### config.mk
export PLATFORM = sky130hd
export DESIGN_NAME = branch_resolve_unit_flat
export DESIGN_NICKNAME = d
export VERILOG_FILES = /design/src/rtl/branch_resolve_unit_pkg.sv /design/src/rtl/branch_resolve_unit_if.sv /design/src/rtl/bru_pred_fifo.sv /design/src/rtl/branch_resolve_unit.sv /design/src/flat_wrapper.sv
export SDC_FILE = /design/constraint.sdc
export NUM_CORES = 1
export LEC_CHECK = 0
export ABC_CLOCK_PERIOD_IN_PS = 6230
export CAP_MARGIN = 20
export CORE_AREA = 2 2 184 141
export DETAILED_ROUTE_END_ITERATION = 10
export DIE_AREA = 0 0 186 143
export PLACE_DENSITY = 0.9
export SYNTH_ARGS = -nofsm -noshare
export SYNTH_HDL_FRONTEND = slang
export SYNTH_SLANG_ARGS = --single-unit
### constraint.sdc
create_clock -name clk -period 6.23 [get_ports clk]
set_clock_uncertainty 0.1 [all_clocks]
set_input_delay 0.623 -clock clk [delete_from_list [all_inputs] [get_ports clk]]
set_output_delay 0.623 -clock clk [all_outputs]
set_load 0.02 [all_outputs]
### src/rtl/branch_resolve_unit_pkg.sv
// Shared definitions for the branch resolve unit: entry layout, default depth, PC step.
package bru_defs;

  localparam int PC_W     = 32;
  localparam int TGT_W    = 32;
  localparam int PRED_W   = 1;
  localparam int ENTRY_W  = PC_W + TGT_W + PRED_W;

  localparam int          BRU_DEFAULT_DEPTH = 4;
  localparam logic [31:0] PC_INC            = 32'd4;

  typedef struct packed {
    logic [PC_W-1:0]  pc;
    logic [TGT_W-1:0] target;
    logic             pred_taken;
  } bru_entry_t;

  // A correct direction with a wrong target still redirects fetch.
  function automatic logic is_mispredict(bru_entry_t e, logic taken, logic [31:0] target);
    return (taken != e.pred_taken) || (taken && e.pred_taken && (target != e.target));
  endfunction

endpackage

### src/rtl/branch_resolve_unit_if.sv
// Fetch/execute/predictor side bundle of the branch resolve unit.
interface branch_resolve_unit_if #(parameter int DEPTH = 4);
  localparam int PTR_W = $clog2(DEPTH);

  logic             push_valid;
  logic [31:0]      push_pc;
  logic             push_pred_taken;
  logic [31:0]      push_pred_target;
  logic             full;
  logic [PTR_W:0]   count;
  logic             res_valid;
  logic             res_taken;
  logic [31:0]      res_target;
  logic             update_en;
  logic             actual_taken;
  logic [31:0]      update_pc;
  logic             flush;
  logic [31:0]      redirect_pc;
  logic             res_err;

  modport master (
    output push_valid, push_pc, push_pred_taken, push_pred_target,
    output res_valid, res_taken, res_target,
    input  full, count, update_en, actual_taken, update_pc, flush, redirect_pc, res_err
  );

  modport slave (
    input  push_valid, push_pc, push_pred_taken, push_pred_target,
    input  res_valid, res_taken, res_target,
    output full, count, update_en, actual_taken, update_pc, flush, redirect_pc, res_err
  );
endinterface

### src/rtl/bru_pred_fifo.sv
// In-order queue of fetch predictions; synchronous clear wins over push.
module bru_pred_fifo
  import bru_defs::*;
#(
  parameter int DEPTH = BRU_DEFAULT_DEPTH,
  parameter int PTR_W = $clog2(DEPTH)
) (
  input  logic           clk,
  input  logic           rst,
  input  logic           push,
  input  bru_entry_t     push_data,
  input  logic           pop,
  input  logic           clear,
  output bru_entry_t     head,
  output logic [PTR_W:0] count,
  output logic           full
);

  localparam logic [PTR_W:0] FULL_CNT = DEPTH[PTR_W:0];

  bru_entry_t       mem [DEPTH];
  logic [PTR_W-1:0] wr_ptr, rd_ptr;

  // NOTE: storage has no reset; occupancy is tracked by the pointers and count alone.
  always_ff @(posedge clk) begin
    if (push && !clear) mem[wr_ptr] <= push_data;
  end

  always_ff @(posedge clk) begin
    if (rst) begin
      wr_ptr <= '0;
      rd_ptr <= '0;
      count  <= '0;
    end else if (clear) begin
      rd_ptr <= wr_ptr;
      count  <= '0;
    end else begin
      if (push) wr_ptr <= wr_ptr + 1'b1;
      if (pop)  rd_ptr <= rd_ptr + 1'b1;
      if (push && !pop)      count <= count + 1'b1;
      else if (pop && !push) count <= count - 1'b1;
    end
  end

  assign head = mem[rd_ptr];
  assign full = (count == FULL_CNT);

endmodule

### src/rtl/branch_resolve_unit.sv
// Resolves queued predictions against execute outcomes, trains the predictor and flushes.
// Optional perf counters are enabled by defining BRU_PERF_CNT_EN.
module branch_resolve_unit
  import bru_defs::*;
#(
  parameter int DEPTH = BRU_DEFAULT_DEPTH,
  parameter int PTR_W = $clog2(DEPTH)
) (
  input  logic                  clk,
  input  logic                  rst,
  branch_resolve_unit_if.slave  bus
`ifdef BRU_PERF_CNT_EN
  ,
  output logic [31:0]           perf_branches,
  output logic [31:0]           perf_mispredicts
`endif
);

  bru_entry_t     head, push_data;
  logic [PTR_W:0] count;
  logic           full, push_ok, res_ok, mispredict_now;
  logic           update_en, actual_taken, flush, res_err;
  logic [31:0]    update_pc, redirect_pc;

  assign push_data = '{pc: bus.push_pc, target: bus.push_pred_target,
                       pred_taken: bus.push_pred_taken};

  // A pop frees the slot being written, so a full queue can still accept.
  assign res_ok         = bus.res_valid && (count != '0);
  assign mispredict_now = res_ok && is_mispredict(head, bus.res_taken, bus.res_target);
  assign push_ok        = bus.push_valid && (!full || bus.res_valid) && !mispredict_now && !flush;

  bru_pred_fifo #(.DEPTH(DEPTH), .PTR_W(PTR_W)) u_fifo (
    .clk       (clk),
    .rst       (rst),
    .push      (push_ok),
    .push_data (push_data),
    .pop       (res_ok),
    .clear     (mispredict_now),
    .head      (head),
    .count     (count),
    .full      (full)
  );

  always_ff @(posedge clk) begin
    if (rst) begin
      update_en    <= 1'b0;
      actual_taken <= 1'b0;
      update_pc    <= '0;
      flush        <= 1'b0;
      redirect_pc  <= '0;
      res_err      <= 1'b0;
    end else begin
      update_en <= res_ok;
      flush     <= mispredict_now;
      if (res_ok) begin
        actual_taken <= bus.res_taken;
        update_pc    <= head.pc;
      end
      if (mispredict_now)
        redirect_pc <= bus.res_taken ? bus.res_target : head.pc + PC_INC;
      if (bus.res_valid && (count == '0)) res_err <= 1'b1;
    end
  end

`ifdef BRU_PERF_CNT_EN
  always_ff @(posedge clk) begin
    if (rst) begin
      perf_branches    <= '0;
      perf_mispredicts <= '0;
    end else begin
      if (res_ok)         perf_branches    <= perf_branches + 32'd1;
      if (mispredict_now) perf_mispredicts <= perf_mispredicts + 32'd1;
    end
  end
`endif

  assign bus.full         = full;
  assign bus.count        = count;
  assign bus.update_en    = update_en;
  assign bus.actual_taken = actual_taken;
  assign bus.update_pc    = update_pc;
  assign bus.flush        = flush;
  assign bus.redirect_pc  = redirect_pc;
  assign bus.res_err      = res_err;

endmodule

### src/flat_wrapper.sv
// flat-port wrapper written by rule: the top's interface ports become plain ports
module branch_resolve_unit_flat import bru_defs::*;
#(
  parameter int DEPTH = BRU_DEFAULT_DEPTH,
  parameter int PTR_W = $clog2(DEPTH)
)
  (clk, rst, bus_push_valid, bus_push_pc, bus_push_pred_taken, bus_push_pred_target, bus_res_valid, bus_res_taken, bus_res_target, bus_full, bus_count, bus_update_en, bus_actual_taken, bus_update_pc, bus_flush, bus_redirect_pc, bus_res_err);
  branch_resolve_unit_if #(.DEPTH(DEPTH)) bus_i ();
  input  logic clk;
  input  logic rst;
  input wire logic [$bits(bus_i.push_valid)-1:0] bus_push_valid;
  input wire logic [$bits(bus_i.push_pc)-1:0] bus_push_pc;
  input wire logic [$bits(bus_i.push_pred_taken)-1:0] bus_push_pred_taken;
  input wire logic [$bits(bus_i.push_pred_target)-1:0] bus_push_pred_target;
  input wire logic [$bits(bus_i.res_valid)-1:0] bus_res_valid;
  input wire logic [$bits(bus_i.res_taken)-1:0] bus_res_taken;
  input wire logic [$bits(bus_i.res_target)-1:0] bus_res_target;
  output wire logic [$bits(bus_i.full)-1:0] bus_full;
  output wire logic [$bits(bus_i.count)-1:0] bus_count;
  output wire logic [$bits(bus_i.update_en)-1:0] bus_update_en;
  output wire logic [$bits(bus_i.actual_taken)-1:0] bus_actual_taken;
  output wire logic [$bits(bus_i.update_pc)-1:0] bus_update_pc;
  output wire logic [$bits(bus_i.flush)-1:0] bus_flush;
  output wire logic [$bits(bus_i.redirect_pc)-1:0] bus_redirect_pc;
  output wire logic [$bits(bus_i.res_err)-1:0] bus_res_err;
  assign bus_i.push_valid = bus_push_valid;
  assign bus_i.push_pc = bus_push_pc;
  assign bus_i.push_pred_taken = bus_push_pred_taken;
  assign bus_i.push_pred_target = bus_push_pred_target;
  assign bus_i.res_valid = bus_res_valid;
  assign bus_i.res_taken = bus_res_taken;
  assign bus_i.res_target = bus_res_target;
  assign bus_full = bus_i.full;
  assign bus_count = bus_i.count;
  assign bus_update_en = bus_i.update_en;
  assign bus_actual_taken = bus_i.actual_taken;
  assign bus_update_pc = bus_i.update_pc;
  assign bus_flush = bus_i.flush;
  assign bus_redirect_pc = bus_i.redirect_pc;
  assign bus_res_err = bus_i.res_err;
  branch_resolve_unit #(.DEPTH(DEPTH), .PTR_W(PTR_W)) u_core (.clk(clk), .rst(rst), .bus(bus_i));
endmodule
==> run summary, run 1 <==
ANT cells - 0
Post-synthesis instance area - 0.01341 mm2
Startpoint Class - flop
Max Transition Viols Final - 0
Initial antenna violation count - 0
Leakage - 0.005315 uW
Resize count post-CTS - 0
Net count, final - 1098
Cts hold-fix bufs - 0
Worst Reg2Reg Path Length in Cells - 8
# IOs - 174
Hold path depth - 2
Status - finished clean
Switching share of power - 31.27%
Max VDD drop - 246.6 uV
Gr usage total - 26.67%
Num CTS Buffers - 31
DRT Wirelength - 35350 um
Flop and latch count out of synthesis - 337
CTS tree - done
Max Cap Viol - 0
Setup violators final - 0
Part of the power in registers - 44.1%
Vias in the first global route - 8279
Setup bufs post-CTS - 0
Slew @ Worst Pin - 1.155 ns
DRC Markers - 0
Initial Util - 54.28%
# port buffers - 173
Gp weighted congestion - 0.8330
Reg clk slew, reported paths - 0.07 ns
Max Clock Freq - 0.2062 GHz
Die Ht - 143 um
Mapped Nets - 924
Slew Limit Headroom - 22.81%
Fill cell count - 1538
Final Hold Fails - 0
First-pass GRT wire length - 51440 um
Core area - 0.02471 mm2
Die Wd - 186 um
CP Class - reg -> reg
Wire per inst - 26.17 um
Synth Flop Type - edfxtp_1
Post-Synth Simple-Gate Area - 6.352%
Critical Path RT - 6.37 ns
Die area - 0.02660 mm2
Clk Tree Root Cell - clkbuf_16
RSZ-0062 raised after global routing - no
Post-synthesis xor/xnor area fraction - 4.179%
Seq/Total Area, Yosys - 69.69%
Area share of fa/ha/maj cells after synthesis - 0.8022%
Vias per cell - 6.172
Warnings from Yosys - 0
Largest net degree at the start of global routing - 63
Min-delay src - u_core.bus.update_pc[10]
Area Growth Syn to Fin - 22.68%
Pwr dens - 416.1 mW/mm2
Final Cell Area - 0.01646 mm2
Routed vias - 8339
Final period util - 77.85%
H-tree depth - 1
HP Class - reg -> reg
Fraction of registers with async set/reset - 0%
Clock tree buffer depth - 3
Clock power share - 27.5%
Proportion of layout cells with a drive suffix above 1 - 13.43%
Worst skew pair latency - 0.57 ns
Internal cell power - 4706 uW
Critical Path Sink Type - flop
Mapped Cells - 814
Mux cell area share after synthesis - 11.44%
Min Clock Period, post-route - 4.850 ns
Cells after DPL - 1293
Placed inst area - 0.01544 mm2
Fin cells - 1351
Initial DRC count - 955
Global route overflow - 0
FF-to-FF setup slack - 1.38 ns
Post-Syn Area per Cell - 16.48 um2
Clock Sinks - 337
Count of cell types in the netlist - 44
Compound-Gate Fraction of Synth Area - 5.307%
DRT Pass-1 Iters - 5
Post-synth EDFFs - 260
DP HPWL - 23220 um
CP arrival - 4.99 ns
CP max FO - 47
Final ANT Viol Nets - 0
Main combinational cell family by area after synthesis - multiplexers
Combinational Power Share - 28.4%
Switching power - 2141 uW
Setup TNS - 0 ns
FP Rows - 50
-- cell type report --
cell class,count,area [um2],share of cell area (%)
clock inverters,16,141.4,0.8592
multi-input cells,428,3775,22.94
clock buffers,42,877.1,5.330
inverters,5,18.77,0.1141
repair buffers,185,1867,11.34
well taps,338,422.9,2.570
flip-flops and latches,337,9354,56.84
-- cell usage after synthesis (4+ instances only) --
| cell | n | area share (%) |
|---|---|---|
| nand2b_1 | 4 | 0.19 |
| edfxtp_1 | 260 | 58 |
| ha_1 | 7 | 0.65 |
| buf_6 | 6 | 0.50 |
| mux4_2 | 61 | 10 |
| nand2_1 | 104 | 2.9 |
| o21ai_0 | 29 | 1.1 |
| and3_1 | 5 | 0.23 |
| buf_2 | 11 | 0.41 |
| nand3_1 | 13 | 0.49 |
| nand4_1 | 17 | 0.79 |
| inv_1 | 5 | 0.14 |
| clkbuf_1 | 17 | 0.48 |
| xnor2_1 | 36 | 2.4 |
| a22o_1 | 32 | 2.1 |
| a21oi_1 | 34 | 1.3 |
| dfxtp_1 | 77 | 11 |
| nor2_1 | 8 | 0.22 |
| and4_1 | 6 | 0.39 |
| and2_1 | 13 | 0.61 |
| mux2i_1 | 6 | 0.45 |
| xor2_1 | 28 | 1.8 |
-- worst max-delay path, stage by stage, from the launching register on --
cell and delay (ns):
dfxtp_4 0.96, mux4_2 0.60, ha_1 0.32, a211o_1 0.26, a2111oi_2 0.37, a31oi_4 0.25, a221oi_4 0.47, and2_2 0.79
buf_12 0.31
-- final timing paths --
kind,end
setup / recovery,u_core.u_fifo.mem[1][12]
hold / removal,u_core.bus.update_pc[10]
setup reg to reg,u_core.u_fifo.mem[1][12]
hold reg to reg,u_core.bus.update_pc[10]
-- placed cells by master, fill, tap and decap left out, types with 3 or more instances in the layout --
cell,netlist,layout
dfxtp_1,77,75
and4_1,6,6
clkinv_2,0,3
clkbuf_8,0,6
mux4_2,61,61
a21oi_1,34,34
buf_12,1,4
mux2i_1,6,6
and2_1,13,9
clkdlybuf4s50_1,0,172
ha_1,7,7
inv_1,5,5
nor2_1,8,7
buf_4,3,8
mux2_2,3,3
a22o_1,32,32
nand2b_1,4,4
o21ai_0,29,29
clkbuf_16,0,31
edfxtp_1,260,260
nand2_1,104,104
clkbuf_1,17,5
and3_1,5,5
nand4_1,17,17
xor2_1,28,28
nand3_1,13,13
nor3_1,3,3
and2_2,0,4
xnor2_1,36,36
clkinv_1,0,7
-- metal layers --
metal  up-vias  global-route usage (%)  part of all wire (%)
met1      4146                   36.82                    39
met3       102                   5.407                    10
li1       3474                       -                     -
met4         0                   11.69                   4.8
met5         -                       0                     0
met2       617                   41.58                    46
-- kinds of logic (layout without fill, tap and decap cells) --
kind of cell,count (synthesis),after routing
flip-flops,337,337
multiplexers,73,73
buffers and inverters,49,248
AO/OA/AOI/OAI,104,104
adder cells (fa/ha/maj),8,8
AND/OR/NAND/NOR,179,179
XOR/XNOR,64,64
-- power groups by stage --
stage / combinational, uW / clock, uW / sequential (uW)
3_5_place_dp: 1890 / 0 / 3050
2_1_floorplan: 1140 / 0 / 3100
5_1_grt: 2050 / 1970 / 3060
3_3_place_gp: 1830 / 0 / 3030
6_report: 1950 / 1880 / 3020
4_1_cts: 1940 / 1890 / 3020
-- flip-flops by register name (all words and copies together) (netlist names), named ones only --
name and flops:
u_core.u_fifo.mem 260, u_core.u_fifo.wr_ptr 2, u_core.bus.flush 1, u_core.bus.update_en 1, u_core.u_fifo.count 3, u_core.bus.update_pc 32
u_core.bus.res_err 1, u_core.bus.actual_taken 1, u_core.u_fifo.rd_ptr 2, u_core.bus.redirect_pc 32
-- through the flow --
| step | util [%] | power, uW | setup WS (ns) | hold WS, ns |
|---|---|---|---|---|
| after floorplan | - | 4239 | 1.093 | 0.3813 |
| after global placement | 62.47 | 4864 | 1.577 | 0.3430 |
| after detailed placement | 62.47 | 4947 | 1.415 | 0.3499 |
| after CTS | 66.59 | 6844 | 1.341 | 0.3587 |
| after global routing | 66.59 | 7069 | 1.161 | 0.3691 |
| final | 66.59 | 6848 | 1.380 | 0.3567 |
Power figures use the tool's default switching activity.
==> run 2, diff against run 1 <==
--- a/config.mk
+++ b/config.mk
@@ -5,7 +5,7 @@
 export SDC_FILE = /design/constraint.sdc
 export NUM_CORES = 1
 export LEC_CHECK = 0
-export ABC_CLOCK_PERIOD_IN_PS = 6230
+export ABC_CLOCK_PERIOD_IN_PS = 4870
 export CAP_MARGIN = 20
 export CORE_AREA = 2 2 184 141
 export DETAILED_ROUTE_END_ITERATION = 10
==> constraint.sdc (replaced) <==
create_clock -name clk -period 4.87 [get_ports clk]
set_clock_uncertainty 0.1 [all_clocks]
set_input_delay 0.487 -clock clk [delete_from_list [all_inputs] [get_ports clk]]
set_output_delay 0.487 -clock clk [all_outputs]
set_load 0.02 [all_outputs]
==> run 2 against run 1 <==
Effect of this change: critical path depth increased by 6; critical endpoint is now u_core.u_fifo.count[2]; combinational power increased by 25%; core utilization decreased by 0.076 points; register-to-register slack got worse by 0.86 ns; non-clock buffer count increased by 8; sequential power increased by 27%; global-route usage decreased by 2.1 points; worst setup slack got worse by 0.86 ns; die area unchanged.
==> run summary, run 2 (synthesis results as in run 1) <==
Status - finished clean
DP HPWL - 22140 um
Gp weighted congestion - 0.8262
Num CTS Buffers - 31
# IOs - 174
Initial Util - 54.28%
Critical Path RT - 5.22 ns
CTS tree - done
Most used cell, CP - xor2_1
Global route overflow - 0
Core area - 0.02471 mm2
# port buffers - 173
Max reg flops - 260
Most frequent cells in the layout - edfxtp_1, clkdlybuf4s50_1, nand2_1, dfxtp_1, mux4_2
Max Cap Viol - 0
DRC Markers - 0
Crit path cell chain - buf_4 > mux4_2 > xnor2_1 > nand4_1 > nor4_4 > a31oi_4 > a221oi_4 > ha_1 > inv_1 > fa_1 > xor2_1 > nor2_1 > xor2_1 > and2_1
Max Transition Viols Final - 0
Fill cell count - 1579
Biggest regs - u_core.u_fifo.mem x260, u_core.bus.redirect_pc x32, u_core.bus.update_pc x32
Slowest stage delay, CP - 0.85 ns
Die Ht - 143 um
Die Wd - 186 um
Clock Sinks - 337
Max Clock Freq - 0.2297 GHz
CP arrival - 4.70 ns
Clock tree buffer depth - 3
Place WS - 0.5462 ns
Setup TNS - 0 ns
Register area - 0.009354 mm2
DRT Pass-1 Iters - 5
Startpoint Class - flop
Resize count post-CTS - 0
Slew Limit Headroom - 29.75%
Leakage - 0.005334 uW
Vias in the first global route - 7968
Area Growth Syn to Fin - 22.54%
CP max FO - 32
Initial antenna violation count - 6
H-tree depth - 1
Largest Register - u_core.u_fifo.mem
Commonest non-fill, non-tap cell in the layout - edfxtp_1
Multi-input gate area - 0.003775 mm2
CP Class - reg -> reg
RSZ-0062 raised after global routing - no
First-pass GRT wire length - 48070 um
Cts hold-fix bufs - 0
Max VDD drop - 377.6 uV
Setup bufs post-CTS - 0
Setup violators final - 0
FP Rows - 50
Wire per inst - 23.98 um
Die area - 0.02660 mm2
Min Clock Period, post-route - 4.354 ns
Vias per cell - 5.917
Proportion of layout cells with a drive suffix above 1 - 14.59%
Pwr dens - 522.6 mW/mm2
Routed vias - 8053
Slew @ Worst Pin - 1.051 ns
Initial DRC count - 925
Reg clk slew, reported paths - 0.06 ns
Slowest-stage cell, CP - dfxtp_2
Clk Tree Root Cell - clkbuf_16
Final ANT Viol Nets - 0
Net count, final - 1106
Largest net degree at the start of global routing - 63
Worst setup margin - 0.5160 ns
Gr usage total - 24.61%
Final period util - 89.40%
HP Class - reg -> reg
Final Hold Fails - 0
DRT Wirelength - 32640 um
Critical Path Sink Type - flop
Worst skew pair latency - 0.56 ns
## run 2: layout make-up
| class | instances | area share [%] |
|---|---|---|
| tap | 338 | 2.573 |
| sequential | 337 | 56.91 |
| inverter | 5 | 0.1142 |
| clock inverter | 18 | 0.7612 |
| multi-input combinational | 428 | 22.97 |
| antenna | 2 | 0.03045 |
| clock buffer | 40 | 5.230 |
| timing repair buffer | 193 | 11.42 |
## run 2: through the flow
stage	hold slack, ns	instances	utilization, %	total power (uW)	area, um2
6_report	0.3569	1361	66.52	8591	16440
5_1_grt	0.3799	1359	66.50	8926	16430
4_1_cts	0.3587	1359	66.50	8623	16430
3_5_place_dp	0.3499	1301	62.51	6301	15450
3_3_place_gp	0.3447	1301	62.51	6221	15450
2_1_floorplan	0.3813	814	-	5411	13420
## run 2: layer usage
metal | track usage (%) | routed length [um] | vias to the layer above
met3 | 7.626 | 3434 | 67
met2 | 37.66 | 15210 | 439
met5 | 0 | 51 | -
li1 | - | - | 3495
met4 | 6.506 | 798 | 8
met1 | 34.60 | 13150 | 4044
## run 2: worst paths after layout
| path | start | to | slack (ns) | cells after the start |
|---|---|---|---|---|
| setup reg to reg | flop | u_core.u_fifo.count[2] | 0.52 | 14 |
| hold reg to reg | u_core.bus.update_pc[10] | u_core.bus.update_pc[10] | 0.36 | 2 |
| setup / recovery | flop | u_core.u_fifo.count[2] | 0.52 | 14 |
| hold / removal | u_core.bus.update_pc[10] | u_core.bus.update_pc[10] | 0.36 | 2 |
## run 2: worst max-delay path, delay by kind of cell (launching register included)
kind / cells / cell delay (ns)
flip-flops: 1 / 0.85
AND/OR/NAND/NOR: 4 / 0.73
AO/OA/AOI/OAI: 2 / 0.65
adder cells (fa/ha/maj): 2 / 0.64
XOR/XNOR: 3 / 0.46
buffers and inverters: 2 / 0.42
multiplexers: 1 / 0.37
## run 2: report_power, final
group          internal (uW)  switching [uW]  leakage [uW]
registers               3600             232       0.00300
logic                   1050            1380       0.00185
clock network           1300            1020      0.000482
total                   5950            2640       0.00533
